**src/rtl/alu_rs.sv**
```systemverilog
// ALU reservation station: holds dispatched ops until both operands are valid, issues lowest index first.
// Latency: a ready op dispatched at edge k issues at edge k+1; a CDB wakeup at edge k allows issue at edge k+1.
// Backpressure: full is combinational from current state; dispatch while full is dropped, so the decoder must stall.
module alu_rs #(
  parameter int ENTRIES = 8,
  parameter int TAG_W   = 5,
  parameter int DATA_W  = 32,
  parameter int OP_W    = 5
) (
  input  logic              clk,
  input  logic              rst,
  input  logic              clear,
  input  logic              dispEn,
  input  logic [OP_W-1:0]   dispOp,
  input  logic [DATA_W-1:0] dispDataO,
  input  logic [DATA_W-1:0] dispDataT,
  input  logic [TAG_W-1:0]  dispTagO,
  input  logic [TAG_W-1:0]  dispTagT,
  input  logic [TAG_W-1:0]  dispWrtTag,
  input  logic [TAG_W-1:0]  CDBTag,
  input  logic [DATA_W-1:0] CDBData,
  output logic              full,
  output logic              aluEn,
  output logic [OP_W-1:0]   aluOp,
  output logic [DATA_W-1:0] aluDataO,
  output logic [DATA_W-1:0] aluDataT,
  output logic [TAG_W-1:0]  aluWrtTag
);

  localparam int IDX_W = (ENTRIES > 1) ? $clog2(ENTRIES) : 1;

  logic [ENTRIES-1:0] valid;
  logic [OP_W-1:0]    op      [ENTRIES];
  logic [DATA_W-1:0]  data_o  [ENTRIES];
  logic [DATA_W-1:0]  data_t  [ENTRIES];
  logic [TAG_W-1:0]   tag_o   [ENTRIES];
  logic [TAG_W-1:0]   tag_t   [ENTRIES];
  logic [TAG_W-1:0]   wrt_tag [ENTRIES];

  logic [ENTRIES-1:0] ready;
  logic               iss_vld;
  logic [IDX_W-1:0]   iss_idx;
  logic [IDX_W-1:0]   free_idx;
  logic               disp_go;
  logic               cdb_vld;
  logic               byp_o;
  logic               byp_t;

  assign full    = &valid;
  assign disp_go = dispEn && !full;
  assign cdb_vld = (CDBTag != '0);
  // A producer finishing on the CDB in the dispatch cycle would otherwise be missed forever
  assign byp_o   = cdb_vld && (dispTagO == CDBTag);
  assign byp_t   = cdb_vld && (dispTagT == CDBTag);

  // Ready and priority selection work on the registered state only
  always_comb begin
    iss_vld  = 1'b0;
    iss_idx  = '0;
    free_idx = '0;
    for (int i = 0; i < ENTRIES; i++) begin
      ready[i] = valid[i] && (tag_o[i] == '0) && (tag_t[i] == '0);
    end
    // Scan high to low so the lowest matching index wins
    for (int i = ENTRIES - 1; i >= 0; i--) begin
      if (ready[i]) begin
        iss_vld = 1'b1;
        iss_idx = IDX_W'(i);
      end
      if (!valid[i]) begin
        free_idx = IDX_W'(i);
      end
    end
  end

  // Entry storage: wakeup, issue invalidation and dispatch; issue and dispatch never hit the same entry
  always_ff @(posedge clk) begin
    if (!rst) begin
      valid <= '0;
    end else if (clear) begin
      valid <= '0;
    end else begin
      for (int i = 0; i < ENTRIES; i++) begin
        if (valid[i] && cdb_vld) begin
          if (tag_o[i] == CDBTag) begin
            data_o[i] <= CDBData;
            tag_o[i]  <= '0;
          end
          if (tag_t[i] == CDBTag) begin
            data_t[i] <= CDBData;
            tag_t[i]  <= '0;
          end
        end
      end
      if (iss_vld) begin
        valid[iss_idx] <= 1'b0;
      end
      if (disp_go) begin
        valid[free_idx]   <= 1'b1;
        op[free_idx]      <= dispOp;
        wrt_tag[free_idx] <= dispWrtTag;
        data_o[free_idx]  <= byp_o ? CDBData : dispDataO;
        tag_o[free_idx]   <= byp_o ? '0 : dispTagO;
        data_t[free_idx]  <= byp_t ? CDBData : dispDataT;
        tag_t[free_idx]   <= byp_t ? '0 : dispTagT;
      end
    end
  end

  // Issue register: fields hold their last value when nothing issues
  always_ff @(posedge clk) begin
    if (!rst) begin
      aluEn     <= 1'b0;
      aluOp     <= '0;
      aluDataO  <= '0;
      aluDataT  <= '0;
      aluWrtTag <= '0;
    end else if (clear) begin
      aluEn <= 1'b0;
    end else begin
      aluEn <= iss_vld;
      if (iss_vld) begin
        aluOp     <= op[iss_idx];
        aluDataO  <= data_o[iss_idx];
        aluDataT  <= data_t[iss_idx];
        aluWrtTag <= wrt_tag[iss_idx];
      end
    end
  end

endmodule

```
**config.mk**
```make
export PLATFORM = sky130hd
export DESIGN_NAME = alu_rs
export DESIGN_NICKNAME = d
export VERILOG_FILES = /design/src/rtl/alu_rs.sv
export SDC_FILE = /design/constraint.sdc
export NUM_CORES = 1
export LEC_CHECK = 0
export ABC_AREA = 1
export CAP_MARGIN = 20
export CORE_ASPECT_RATIO = 1.75
export CORE_MARGIN = 3
export CORE_UTILIZATION = 60
export CTS_CLUSTER_SIZE = 40
export DETAILED_ROUTE_END_ITERATION = 8
export PLACE_DENSITY = 0.84
export SLEW_MARGIN = 20
export SYNTH_ARGS = -nofsm -noshare
export SYNTH_HDL_FRONTEND = slang
export SYNTH_SLANG_ARGS = --single-unit
```
**constraint.sdc**
```tcl
create_clock -name clk -period 7.8 [get_ports clk]
set_input_delay 1.56 -clock clk [delete_from_list [all_inputs] [get_ports clk]]
set_output_delay 1.56 -clock clk [all_outputs]
set_load 0.01 [all_outputs]
```
==> Flow_metrics.wiki <==
{| class="wikitable"
! Metric !! Value
|-
| Effective utilization at floorplan || 0.607
|-
| Max Freq || 0.198 GHz
|-
| DIE WIDTH || 191 µm
|-
| DRC violations left || 0
|-
| Delay of the slowest cell on the worst path || around 0.71 ns
|-
| Share of synthesized cell area in full adder, half adder and majority cells || 0
|-
| Post-CTS Hold Buffers || 0
|-
| Final Skew || about 0.020 ns
|-
| Fillers || ~4,400
|-
| FF+latch count, synth || 755
|-
| Distinct cell type count of the synthesized netlist || 41
|-
| Dominant combinational cell family by area after synthesis || simple AND/OR/NAND/NOR gates
|-
| Rows || between 100 and 150
|-
| Final setup violating endpoints || 0
|-
| Basic-gate share of the synthesized area counting and, or, nand and nor cells || 0.207
|-
| Share of synthesized registers carrying an async set or reset || 0
|-
| Count of yosys warnings during synthesis || 0
|-
| Post-cts sizing count || 0
|-
| Bufs on Longest Clock Path || 3
|-
| Area occupied by multi-input gates || around 12,000 µm²
|-
| CP max FO || 66
|-
| Remaining Overflow, GRT || 0
|-
| Count of boundary I/O pins || 201
|-
| P_int || between 6 and 7 mW
|-
| Switching Share || 0.220
|-
| Final Routed Wirelength || about 110,000 µm
|-
| Number of design-rule violations left by the first detailed-router iteration || 3,903
|-
| Arrival time of data at the critical path endpoint || approximately 5.3 ns
|-
| Port-buffer cells || 200
|-
| Mapped Avg Cell Area || about 9.1 µm²
|-
| WS Path Type || input port to flip-flop
|-
| Routed metal-1 wire length || about 35,000 µm
|-
| Clk root buf || sky130_fd_sc_hd__clkbuf_16
|-
| Number of nets in the final layout || 4,131
|-
| Fraction of final layout cells sized beyond drive strength 1 || 0.0515
|-
| Largest voltage drop on the vdd net || 0.170 mV
|-
| Vias per std cell || 6.30
|-
| Post CTS Setup Buffer Count || 0
|-
| Dominant cell type by area after synthesis || sky130_fd_sc_hd__edfxtp_1
|-
| Met2 wire length || 54,800 µm
|-
| Detailed placement HPWL || 66,100 µm
|-
| Relative slew margins || 0.176
|-
| Maximum number of pins on one net before global-route repair || 228
|-
| Clock period minus final worst setup slack || 5.06 ns
|-
| Cell area after synthesis || approximately 36,000 µm²
|-
| Setup WS post-layout || around 2.7 ns
|-
| Overall routing resource usage || 0.351
|-
| Critical path's top delay family || buffers and inverters
|-
| # Max-Cap Violations || 0
|-
| Register share of total power || 0.533
|-
| Net switching power figure || 1.83 mW
|-
| First-pass GRT wire length || ~170,000 µm
|-
| Type of the worst min-delay path || flip-flop to flip-flop
|-
| Area used by sequential logic in the layout || 21,800 µm²
|-
| Number of flops mapped to enable cells by yosys || 672
|-
| Critical path data required time || 8.08 ns
|-
| Share of Yosys cell area claimed by the top area cell type || 0.561
|-
| Highest metal used || met4
|-
| Most area-consuming cells after synthesis || sky130_fd_sc_hd__edfxtp_1, sky130_fd_sc_hd__nand2_1, sky130_fd_sc_hd__o21ai_0
|-
| Part of the cycle the worst path needs || 0.649
|-
| Clock network fraction of design power || 0.414
|-
| Synthesized Nets || a little over 4,000
|-
| Initial DRT Pass Iterations || 7
|-
| Synthesized-area fraction occupied by ao, oa, aoi and oai cells || 0.110
|-
| Number of antenna violations at the first check in global routing || 1
|-
| RSZ-0062 raised after global routing || no
|-
| Cell breakdown of the critical path || clkdlybuf4s50_1 > nor2_1 > and3_1 > inv_1 > nor2_1 > buf_4 > clkinv_2 > buf_4 > o41ai_2 > buf_4
|-
| Max Transition Viols Final || 0
|-
| Sink count of the clock tree || around 760
|-
| Share of the yosys chip area belonging to registers || 0.607
|-
| Post-synthesis share of cell area spent on xor and xnor gates || 0.0119
|-
| Worst Max-Slew Pin Slew || ~1.2 ns
|-
| Critical path's most frequent cell || sky130_fd_sc_hd__buf_4
|-
| Final Hold Violating Endpoints || 0
|-
| Outcome || finished clean
|-
| Pwr per Cell Area || roughly 200 nW/µm²
|-
| Die Height || 330 µm
|-
| TritonCTS clock tree || done
|-
| P&R area growth vs syn || 13.4%
|-
| Combinational cell fraction of total power || 0.053
|-
| Residual antenna-violating net count after detailed routing || 0
|-
| Clock buffer count from CTS || 68
|-
| Global placement routability congestion || 0.961
|-
| Share of cell area taken by muxes after synthesis || 0
|-
| Clock Latency Late Sink || 0.63 ns
|-
| Routed wire length per instance || between 20 and 25 µm
|-
| Routed length on met3 || 14,500 µm
|-
| # H-tree levels || 3
|-
| Crit path capture type || flip-flop
|-
| Overall die area || 63,100 µm²
|-
| Core Region || 59,400 µm²
|-
| Total negative slack for setup checks || 0 ns
|-
| Clock transition time at the flip-flop clock pins of the worst setup and hold paths || around 0.060 ns
|-
| Leak Pwr || 16.3 nW
|-
| Commonest register cell after synthesis || sky130_fd_sc_hd__edfxtp_1
|-
| CP max-delay cell || sky130_fd_sc_hd__nor2_1
|-
| Post-synthesis cell count || a little under 4,000
|-
| Via count of the first global-routing pass || 30,300
|-
| Buffering stage count on the worst path with inverters included || 6
|-
| Total number of vias || 30,500
|-
| Kind of launch point of the worst setup path || input port
|-
| Worst R2R Setup Slack || around 3.9 ns
|-
| Place WS || 2.30 ns
|-
| Worst hold slack || slightly above 0.5 ns
|}
-- state kept, by name (all words and copies together) (netlist names) --
signal,flops
aluDataT,32
aluOp,5
valid,8
data_o,256
op,40
aluEn,1
tag_t,40
wrt_tag,40
tag_o,40
aluDataO,32
aluWrtTag,5
data_t,256
-- final cells by class --
cell class                      instances  share of cell area
Antenna cell                            1           0.0000613
Timing Repair Buffer                  262              0.0618
Clock inverter                         34             0.00916
Inverter                              308              0.0284
Tap cell                              780              0.0239
Multi-Input combinational cell       2611               0.296
Sequential cell                       755               0.535
Clock buffer                           92              0.0451
-- worst reg2reg max path, cell delays in order (launching register included) --
cell                       delay [ns]
sky130_fd_sc_hd__dfxtp_1         0.46
sky130_fd_sc_hd__inv_1           0.10
sky130_fd_sc_hd__nand2_1         0.07
sky130_fd_sc_hd__a21boi_1        0.06
sky130_fd_sc_hd__o21ai_1         0.12
sky130_fd_sc_hd__nand2_1         0.06
sky130_fd_sc_hd__nand2_1         0.27
sky130_fd_sc_hd__inv_2           0.15
sky130_fd_sc_hd__nor2_1          0.20
sky130_fd_sc_hd__buf_4           0.27
sky130_fd_sc_hd__clkinv_2        0.58
sky130_fd_sc_hd__buf_4           0.57
sky130_fd_sc_hd__o41ai_2         0.16
sky130_fd_sc_hd__buf_4           0.44
-- kinds of logic after synthesis --
logic type | count (synthesis)
AO/OA/AOI/OAI | 763
XOR/XNOR | 49
AND/OR/NAND/NOR | 1799
buffers and inverters | 590
flip-flops | 755
-- metrics by stage --
stage | cell area [µm²] | power (mW) | util | cells
final | 40800 | 8.30 | 0.688 | 4843
after global routing | 40800 | 8.47 | 0.688 | 4842
after CTS | 40800 | 8.28 | 0.688 | 4842
after detailed placement | 38600 | 4.94 | 0.650 | 4716
after global placement | 38500 | 4.92 | 0.649 | 4713
after floorplan | 36000 | 4.75 | - | 3956
-- synthesized netlist by cell type (2+ instances only) --
cell,n
sky130_fd_sc_hd__o211ai_1,2
sky130_fd_sc_hd__buf_2,93
sky130_fd_sc_hd__clkinv_1,3
sky130_fd_sc_hd__nand2_1,917
sky130_fd_sc_hd__or2_2,3
sky130_fd_sc_hd__inv_1,295
sky130_fd_sc_hd__clkbuf_1,147
sky130_fd_sc_hd__nor2_2,2
sky130_fd_sc_hd__nor2_4,2
sky130_fd_sc_hd__o31ai_1,2
sky130_fd_sc_hd__nand3_1,432
sky130_fd_sc_hd__edfxtp_1,672
sky130_fd_sc_hd__buf_4,2
sky130_fd_sc_hd__inv_2,10
sky130_fd_sc_hd__o41ai_1,8
sky130_fd_sc_hd__o21ai_1,33
sky130_fd_sc_hd__nand4_1,18
sky130_fd_sc_hd__o2111ai_1,8
sky130_fd_sc_hd__a21boi_1,2
sky130_fd_sc_hd__nor3_1,9
sky130_fd_sc_hd__o22ai_1,10
sky130_fd_sc_hd__nand3b_1,9
sky130_fd_sc_hd__buf_1,40
sky130_fd_sc_hd__nand2_2,3
sky130_fd_sc_hd__a21oi_1,168
sky130_fd_sc_hd__nor2_1,397
sky130_fd_sc_hd__xnor2_1,32
sky130_fd_sc_hd__o21ai_0,523
sky130_fd_sc_hd__xor2_1,17
sky130_fd_sc_hd__dfxtp_1,83
sky130_fd_sc_hd__o221ai_1,4
-- worst paths after layout --
| kind | from | endpoint | depth (start not counted) |
|---|---|---|---|
| min reg2reg | aluDataO[22] | aluDataO[22] | 2 |
| max | clear | data_t[0][2] | 10 |
| min | aluDataO[22] | aluDataO[22] | 2 |
| max reg2reg | valid[7] | data_t[0][2] | 13 |
-- layout by cell type (no fill, tap or decap), types with 8 or more instances in the layout --
cell type / count
sky130_fd_sc_hd__clkbuf_1: 20
sky130_fd_sc_hd__clkinv_1: 12
sky130_fd_sc_hd__buf_4: 56
sky130_fd_sc_hd__o41ai_2: 8
sky130_fd_sc_hd__nor2_1: 395
sky130_fd_sc_hd__o21ai_0: 517
sky130_fd_sc_hd__nand3_1: 429
sky130_fd_sc_hd__xor2_1: 17
sky130_fd_sc_hd__nand3b_1: 9
sky130_fd_sc_hd__xnor2_1: 32
sky130_fd_sc_hd__edfxtp_1: 672
sky130_fd_sc_hd__nor3_1: 9
sky130_fd_sc_hd__clkbuf_16: 69
sky130_fd_sc_hd__o2111ai_1: 8
sky130_fd_sc_hd__clkinv_2: 9
sky130_fd_sc_hd__a21oi_1: 168
sky130_fd_sc_hd__nand2_1: 913
sky130_fd_sc_hd__clkdlybuf4s50_1: 199
sky130_fd_sc_hd__dfxtp_1: 83
sky130_fd_sc_hd__inv_1: 295
sky130_fd_sc_hd__nand4_1: 18
sky130_fd_sc_hd__o21ai_1: 33
sky130_fd_sc_hd__o22ai_1: 10
-- power groups by stage --
stage	clock network, mW	registers (mW)	logic (mW)
2_1_floorplan	0	4.51	0.235
3_3_place_gp	0	4.51	0.410
3_5_place_dp	0	4.51	0.426
4_1_cts	3.42	4.42	0.431
5_1_grt	3.57	4.42	0.478
6_report	3.43	4.42	0.441
-- per-layer routing --
metal  vias up  global-route usage
li1      13500                   -
met1     14000               0.400
met2      2354               0.593
met3       597              0.0738
met4         0               0.237
met5         -                   0
(Power assumes the default switching activity.)
